==> config.mk <==
export PLATFORM = sky130hd
export DESIGN_NAME = seq_pattern_tx
export DESIGN_NICKNAME = d
export VERILOG_FILES = /design/src/rtl/seq_pattern_tx.sv
export SDC_FILE = /design/constraint.sdc
export NUM_CORES = 1
export LEC_CHECK = 0
export CAP_MARGIN = 20
export CORE_ASPECT_RATIO = 0.5
export CORE_MARGIN = 2
export CORE_UTILIZATION = 45
export DETAILED_ROUTE_END_ITERATION = 12
export GPL_TIMING_DRIVEN = 0
export HOLD_SLACK_MARGIN = 0.05
export PLACE_DENSITY = 0.82
export SETUP_SLACK_MARGIN = 0.15
export SLEW_MARGIN = 10
export SYNTH_ARGS = -nofsm -noshare
export SYNTH_HDL_FRONTEND = slang
export SYNTH_SLANG_ARGS = --single-unit
==> constraint.sdc <==
create_clock -name clk -period 2.55 [get_ports clk]
set_clock_uncertainty 0.1 [all_clocks]
set_input_delay 0.6375 -clock clk [delete_from_list [all_inputs] [get_ports clk]]
set_output_delay 0.6375 -clock clk [all_outputs]
set_load 0.01 [all_outputs]
==> src/rtl/seq_pattern_tx.sv <==
// -----------------------------------------------------------------------------
// seq_pattern_tx
//   Serial bit-pattern transmitter that feeds the one-bit input of the Moore
//   sequence detectors. A word of up to DATA_W bits and its length are loaded
//   through a valid/ready handshake and shifted out MSB-first, one bit per
//   clock. The block becomes ready again on the last bit of a word, so
//   back-to-back words form a gapless stream.
//
//   Optional feature macro: SEQ_TX_MATCH_MODEL_EN
//     defined   : a reference model watches the emitted stream and reports
//                 every completion of PATTERN on match / match_count.
//     undefined : match and match_count are tied to zero (ports unchanged).
//
// Ports
//   clk          in   rising-edge clock
//   reset        in   asynchronous, active-high reset
//   load_valid   in   a word is offered
//   load_ready   out  a word is accepted this cycle (IDLE or last bit)
//   load_data    in   word; the low load_len bits are sent
//   load_len     in   number of bits to send, clamped to DATA_W
//   out          out  serial bit (0 whenever out_valid is 0)
//   out_valid    out  out carries a word bit
//   busy         out  a word is in flight
//   done         out  one-cycle pulse on the last bit (or after a 0-length load)
//   match        out  one-cycle pulse the cycle after PATTERN completes
//   match_count  out  saturating count of matches
// -----------------------------------------------------------------------------
module seq_pattern_tx #(
  parameter int unsigned      DATA_W  = 16,
  parameter int unsigned      LEN_W   = 5,
  parameter int unsigned      PAT_W   = 4,
  parameter logic [PAT_W-1:0] PATTERN = 4'b1101,
  parameter int unsigned      CNT_W   = 8
) (
  input  logic              clk,
  input  logic              reset,
  input  logic              load_valid,
  output logic              load_ready,
  input  logic [DATA_W-1:0] load_data,
  input  logic [LEN_W-1:0]  load_len,
  output logic              out,
  output logic              out_valid,
  output logic              busy,
  output logic              done,
  output logic              match,
  output logic [CNT_W-1:0]  match_count
);

  typedef enum logic {
    ST_IDLE  = 1'b0,
    ST_SHIFT = 1'b1
  } state_t;

  state_t              state_q, state_d;
  logic [DATA_W-1:0]   sr_q, sr_d;        // bits still to send, next one at MSB
  logic [LEN_W-1:0]    cnt_q, cnt_d;      // bits remaining, including the one on out
  logic                out_q, out_d;
  logic                out_valid_q, out_valid_d;
  logic                done_q, done_d;

  logic                last_s;
  logic                ready_s;
  logic                accept_s;
  logic [LEN_W-1:0]    len_s;
  logic [LEN_W:0]      shamt_s;
  logic [DATA_W-1:0]   aligned_s;

  // Handshake decode and next-state computation for the shifter FSM.
  always_comb begin
    last_s   = (state_q == ST_SHIFT) && (cnt_q == LEN_W'(1'b1));
    ready_s  = (state_q == ST_IDLE) || last_s;
    accept_s = load_valid & ready_s;
    len_s    = (load_len > LEN_W'(DATA_W)) ? LEN_W'(DATA_W) : load_len;
    // Left-align the word so its first bit (load_data[L-1]) sits at the MSB.
    shamt_s   = (LEN_W+1)'(DATA_W) - {1'b0, len_s};
    aligned_s = load_data << shamt_s;

    state_d     = state_q;
    sr_d        = sr_q;
    cnt_d       = cnt_q;
    out_d       = 1'b0;
    out_valid_d = 1'b0;
    done_d      = 1'b0;

    if (accept_s) begin
      if (len_s == {LEN_W{1'b0}}) begin
        // Zero-length word: acknowledge with a done pulse, emit nothing.
        state_d = ST_IDLE;
        cnt_d   = {LEN_W{1'b0}};
        done_d  = 1'b1;
      end else begin
        state_d     = ST_SHIFT;
        out_d       = aligned_s[DATA_W-1];
        out_valid_d = 1'b1;
        sr_d        = {aligned_s[DATA_W-2:0], 1'b0};
        cnt_d       = len_s;
        done_d      = (len_s == LEN_W'(1'b1));
      end
    end else if (last_s) begin
      state_d = ST_IDLE;
      cnt_d   = {LEN_W{1'b0}};
    end else if (state_q == ST_SHIFT) begin
      out_d       = sr_q[DATA_W-1];
      out_valid_d = 1'b1;
      sr_d        = {sr_q[DATA_W-2:0], 1'b0};
      cnt_d       = cnt_q - LEN_W'(1'b1);
      done_d      = (cnt_q == LEN_W'(2'd2));
    end else begin
      state_d = ST_IDLE;
    end
  end

  // Shifter FSM state and registered serial outputs.
  always_ff @(posedge clk or posedge reset) begin
    if (reset) begin
      state_q     <= ST_IDLE;
      sr_q        <= {DATA_W{1'b0}};
      cnt_q       <= {LEN_W{1'b0}};
      out_q       <= 1'b0;
      out_valid_q <= 1'b0;
      done_q      <= 1'b0;
    end else begin
      state_q     <= state_d;
      sr_q        <= sr_d;
      cnt_q       <= cnt_d;
      out_q       <= out_d;
      out_valid_q <= out_valid_d;
      done_q      <= done_d;
    end
  end

  assign load_ready = ready_s;
  assign out        = out_q;
  assign out_valid  = out_valid_q;
  assign busy       = (state_q == ST_SHIFT);
  assign done       = done_q;

`ifdef SEQ_TX_MATCH_MODEL_EN
  logic [PAT_W-2:0] hist_q, hist_d;   // previous PAT_W-1 stream bits, newest at LSB
  logic             match_q, match_d;
  logic [CNT_W-1:0] count_q, count_d;
  logic [PAT_W-1:0] window_s;

  // Pattern window over the emitted stream, idle zeros included.
  always_comb begin
    window_s = {hist_q, out_q};
    hist_d   = window_s[PAT_W-2:0];
    match_d  = (window_s == PATTERN);
    if (match_d && (count_q != {CNT_W{1'b1}})) begin
      count_d = count_q + CNT_W'(1'b1);
    end else begin
      count_d = count_q;
    end
  end

  // Reference model registers; the count is cleared only by reset.
  always_ff @(posedge clk or posedge reset) begin
    if (reset) begin
      hist_q  <= {(PAT_W-1){1'b0}};
      match_q <= 1'b0;
      count_q <= {CNT_W{1'b0}};
    end else begin
      hist_q  <= hist_d;
      match_q <= match_d;
      count_q <= count_d;
    end
  end

  assign match       = match_q;
  assign match_count = count_q;
`else
  // PATTERN still shapes the port contract in this build; the AND folds to 0.
  assign match       = 1'b0 & (PATTERN != {PAT_W{1'b0}});
  assign match_count = {CNT_W{1'b0}};
`endif

endmodule
# --- After elaboration in Yosys (flattened, before gate mapping) ---
# Cells that the tools add are included.
op_classes:
  add_sub_neg: 2
  n_mul: 0
  div_mod_pow: 0
  magnitude_cmp: 1
  n_eq_ne: 5
  n_shift: 1
  muxes: 21
  bitwise: 2
  reduce_logical: 6
ops:
  columns: ["op", "n"]
  rows:
  - ["16-bit 2-to-1 mux", 4]
  - ["5-bit 2-to-1 mux", 5]
  - ["16-bit by 6-bit left shift with 16-bit output", 1]
  - ["1-bit 2-to-1 mux", 12]
  - ["5-bit by 1-bit == test with 1-bit output, second input constant", 2]
  - ["5-bit by 5-bit subtractor with 6-bit output, first input constant", 1]
  - ["5-bit by 2-bit == test with 1-bit output, second input constant", 1]
  - ["5-bit > comparator, second input constant", 1]
  - ["5-bit zero test", 1]
  - ["5-bit by 1-bit subtractor with 5-bit output, second input constant", 1]
  - ["3-bit AND reduction", 1]
  - ["3-bit nonzero test", 1]
  - ["2-bit by 1-bit inequality test with 1-bit output, second input constant", 1]
  - ["2-bit inequality test, second input constant", 1]
  - ["2-bit nonzero test", 1]
  - ["1-bit AND", 1]
  - ["1-bit logical AND", 1]
  - ["1-bit logical OR", 1]
  - ["1-bit NOT", 1]
totals:
  reg_bits: 24
  latch_bits: 0
  ram_bits: 0
  romBits: 0
  in_bits: 24
  out_inout_bits: 14
  memories: 0

# --- Depth between registers and ports, before layout ---
depth:
  ltp_word: 6
  depth_mapped: 14
  depth_no_buf: 10

# --- Worst setup path before layout ---
# Ideal clock, no wire load.
synth_timing:
  path_kind: "input -> register"
  startpoint: "input load_len[0]"
  endpoint: "register sr_q[12]"
  setup_time_ns: 0.065
  arrival_ns: 2.813
  required_time_ns: 2.385
  setup_slack_ns: -0.428
  stages: 14
  cell_sequence: "nor2b_1 buf_2 buf_4 inv_2 ha_1 o21a_1 ha_1 nand2b_1 clkbuf_1 a21boi_1 buf_2 a21oi_1 o221ai_1 o211a_1"
synth_via:
  elab_chain_cells: 6
synth_rtl:
  columns: ["item", "line", "text"]
  rows:
  - ["start, declared", "40", "input logic [LEN_W-1:0] load_len,"]
  - ["5-bit > comparator", "73", "len_s = (load_len > LEN_W'(DATA_W)) ? LEN_W'(DATA_W) : load_len;"]
  - ["5-bit 2-to-1 mux *", "73", null]
  - ["5-bit by 5-bit subtractor with 6-bit output", "75", "shamt_s = (LEN_W+1)'(DATA_W) - {1'b0, len_s};"]
  - ["16-bit by 6-bit left shift with 16-bit output", "76", "aligned_s = load_data << shamt_s;"]
  - ["16-bit 2-to-1 mux", "86", "if (len_s == {LEN_W{1'b0}}) begin"]
  - ["16-bit 2-to-1 mux", "85", "if (accept_s) begin"]
  - ["end signal, assigned", "117", "sr_q <= {DATA_W{1'b0}};"]
  - ["end signal, assigned", "124", "sr_q <= sr_d;"]
  - ["end, declared", "55", "logic [DATA_W-1:0] sr_q, sr_d;"]
# Every way passes the cells marked *; elsewhere a longest branch is shown, timed or not. The select of a mux whose other input is x is not followed.
# A chain may end at the register's enable or synchronous reset.

# --- Final worst setup path ---
layout_timing:
  startpoint: "input load_len[0]"
  endpoint: "register sr_q[10]"
# The elaborated chain is that of the path after synthesis.

==> flow_summary_export.csv <==
group,metric,value,unit
synth,ys_seq_elements,23,
pwr,leakagePower,0.00139,µW
place,place_inst,310,
setup_path,critical_path.top_delay_family,"multiplexers",
place,place_congestion,0.880,
synth,ys_types,49,
timing,finalSetupViolations,14,
route,drc,0,
synth,synth_ff_type,"dfrtp_1",
timing,worst_slew_pin_slew,0.888,ns
floorplanning,dieHeight,51.2,µm
global_routing,grt_use_total,24.7,%
global_routing,grt_pass1_vias,1999,
timing,finalHoldViolations,0,
setup_path,end_kind,"flip-flop",
global_routing,antenna_found_initial,0,
place,dp_slack,-0.989,ns
setup_path,critPathLaunchType,"primary input",
run_status,violations,"setup timing",
setup_path,cp.required,2.60,ns
pwr,power_density,772,mW/mm²
synth,avgSynthCellArea,9.24,µm²
floorplanning,die_area,0.00504,mm²
synth,synth_edf_count,0,
setup_path,cp.buffers_inverters,6,
finish,layout.cells.non_filler,353,
timing,setup_ws,-0.200,ns
clock_tree,clkTransAtPathRegs,0.08,ns
route,wl_per_cell,19.9,µm
floorplanning,fp.dieW,98.4,µm
clock_tree,cts_tree,"yes",
route,vias,2182,
clock_tree,root_buffer,"clkbuf_8",
timing,drv_slew,0,
place,place_hpwl,4010,µm
synth,synth_warnings,0,
synth,synth_seq_area_share,28.7,%
finish,layout-drive-gt1-share,42.9,%
setup_path,criticalPathCategory,"in2reg",
clock_tree,clk-insertion-delay-late,0.27,ns
setup_path,arrival,2.80,ns
synth,synthCells,217,
global_routing,grt_pass1_wl,9740,µm
timing,slew-limit-headroom,40.8,%
route,drtPass1Iterations,5,
timing,fin_crit,2.75,ns
finish,antenna_cells,0,
clock_tree,clockBufferDepth,2,
finish,area_delta_synth_final,58.2,%
floorplanning,rows,17,
timing,fin_hold_ws,0.398,ns
finish,fin_util,73.1,%
global_routing,grt-ovfl-total,0,
run_status,outcome,"finished, violations left",
clock_tree,cts.sinks,23,
setup_path,critical_path.max_stage_delay,0.50,ns
floorplanning,initial_utilization,46.2,%
setup_path,critPathMaxFanout,7,
place,portBuffers,28,
clock_tree,htreeDepth,1,
global_routing,grt_start_max_net_pins,24,
route,antenna_left,0,
route,vias_per_cell,6.18,
min_path,hold_path.class,"reg2reg",
route,routed_wl,7040,µm
timing,fin_crit_sh,108,%
timing,max_clock_freq,364,MHz
finish,fillers,287,
pwr,vdd_drop_max,0.355,mV
route,drt-initial-drc-count,207,
setup_path,cpMaxStageDelayCell,"mux4_2",
synth,netlist_area,0.00201,mm²
floorplanning,coreArea,0.00434,mm²
setup_path,crit_chain,"buf_6, nor2b_4, buf_6, buf_12, ha_4, buf_12, buf_8, mux2i_4, inv_1, mux4_2, o211ai_1, a21oi_1",
finish,multi_input_area,0.00156,mm²
finish,finalNetCount,327,
clock_tree,numCtsBuffers,3,
floorplanning,ios,38,
finish,register_area,576,µm²
timing,rsz0062_at_grt,"yes",
synth,async_flop_share,100,%
flow_run,drv_cap,0,
cell families (layout without fill, tap and decap cells):
family	count (synthesis)	after routing	share of synthesized area (%)
mux	35	35	23.9
compound gates	54	54	18.3
buf+inv	34	105	8.80
other cells	1	9	0.187
fa+ha+maj	6	6	3.74
simple gates	63	63	16.0
flops	23	23	28.7
xor+xnor	1	1	0.437
power by group:
group | internal [µW] | leakage, µW | switching [µW]
clock network | 112 | 0.0000228 | 118
logic | 775 | 0.00108 | 782
registers | 529 | 0.000286 | 133
total | 1420 | 0.00139 | 1030
state kept, by name (all words and copies together), names as in the netlist:
register	count
cnt_q	5
done	1
out	1
out_valid	1
sr_q	15
path summary, 6_finish.rpt:
check,end,start,depth (start not counted),slack [ns]
worst min-delay path,sr_q[8],sr_q[8],1,0.40
worst max-delay path,sr_q[10],load_len[0],12,-0.20
worst max register to register,sr_q[5],cnt_q[1],9,0.20
min in group asynchronous,out,reset,2,0.75
max in group asynchronous,sr_q[3],reset,2,1.05
worst min register to register,sr_q[8],sr_q[8],1,0.40
repair_timing:
action	4_1_cts	5_1_grt
endpoints found under the setup margin	21	19
setup buffers	20	17
resized for setup	47	40
hold buffers	0	0
pin swaps	15	17
cloned	2	0
metal layers:
metal	global-route usage, %	share of wire [%]	up-vias
met4	8.90	3.5	0
met2	43.4	47	152
met1	30.7	40	1045
li1	-	-	952
met5	0	0	-
met3	5.34	10	33
worst register-to-register path, stage by stage, from the launching register on:
cell and delay (ns):
dfrtp_1 0.39, inv_2 0.06, ha_2 0.16, nor4b_4 0.26
buf_4 0.18, o21ai_1 0.07, clkbuf_1 0.31, nor3b_2 0.51
a221oi_2 0.12, nor2_1 0.13
area by class of cell:
type,instances,area share (%)
multi-input cells,168,49.2
repair buffers,67,20.2
flip-flops and latches,23,18.1
plain buffers,23,6.90
well taps,57,2.25
inverters,11,1.89
clock buffers,4,1.42
stage by stage:
stage	setup TNS, ns	total power [µW]	cell area (µm²)
2_1_floorplan	-1.41	1470	2180
3_3_place_gp	-15.09	1750	2540
3_5_place_dp	-15.37	1790	2540
4_1_cts	-0.537	2210	2900
5_1_grt	-2.13	2580	3170
6_report	-1.19	2450	3170
Yosys cell counts (all sizes together), types with 2 or more instances:
library cell | number | area (µm²)
o221ai | 2 | 17.5
buf | 18 | 116
a21oi | 14 | 70.1
o211ai | 4 | 30.0
o21a | 3 | 22.5
o31ai | 2 | 15.0
inv | 11 | 41.3
mux4 | 9 | 203
a221oi | 3 | 26.3
nor2 | 19 | 71.3
nand2 | 15 | 56.3
nor3 | 6 | 30.0
dfrtp | 23 | 576
nand2b | 4 | 25.0
clkbuf | 5 | 18.8
a221o | 3 | 30.0
nor2b | 2 | 12.5
a211o | 2 | 17.5
mux2i | 13 | 130
ha | 6 | 75.1
nor4 | 2 | 12.5
o21ai | 11 | 55.1
mux2 | 13 | 146
nand3 | 6 | 30.0
placed cells by master (no fill, tap or decap), drive strengths merged, types with 10 or more instances in the layout:
| cell type | count |
|---|---|
| buf | 61 |
| mux2 | 13 |
| nand2 | 15 |
| inv | 10 |
| a21oi | 14 |
| nor2 | 19 |
| dfrtp | 23 |
| o21ai | 11 |
| mux2i | 13 |
| clkdlybuf4s50 | 22 |
Power figures use the tool's default switching activity.
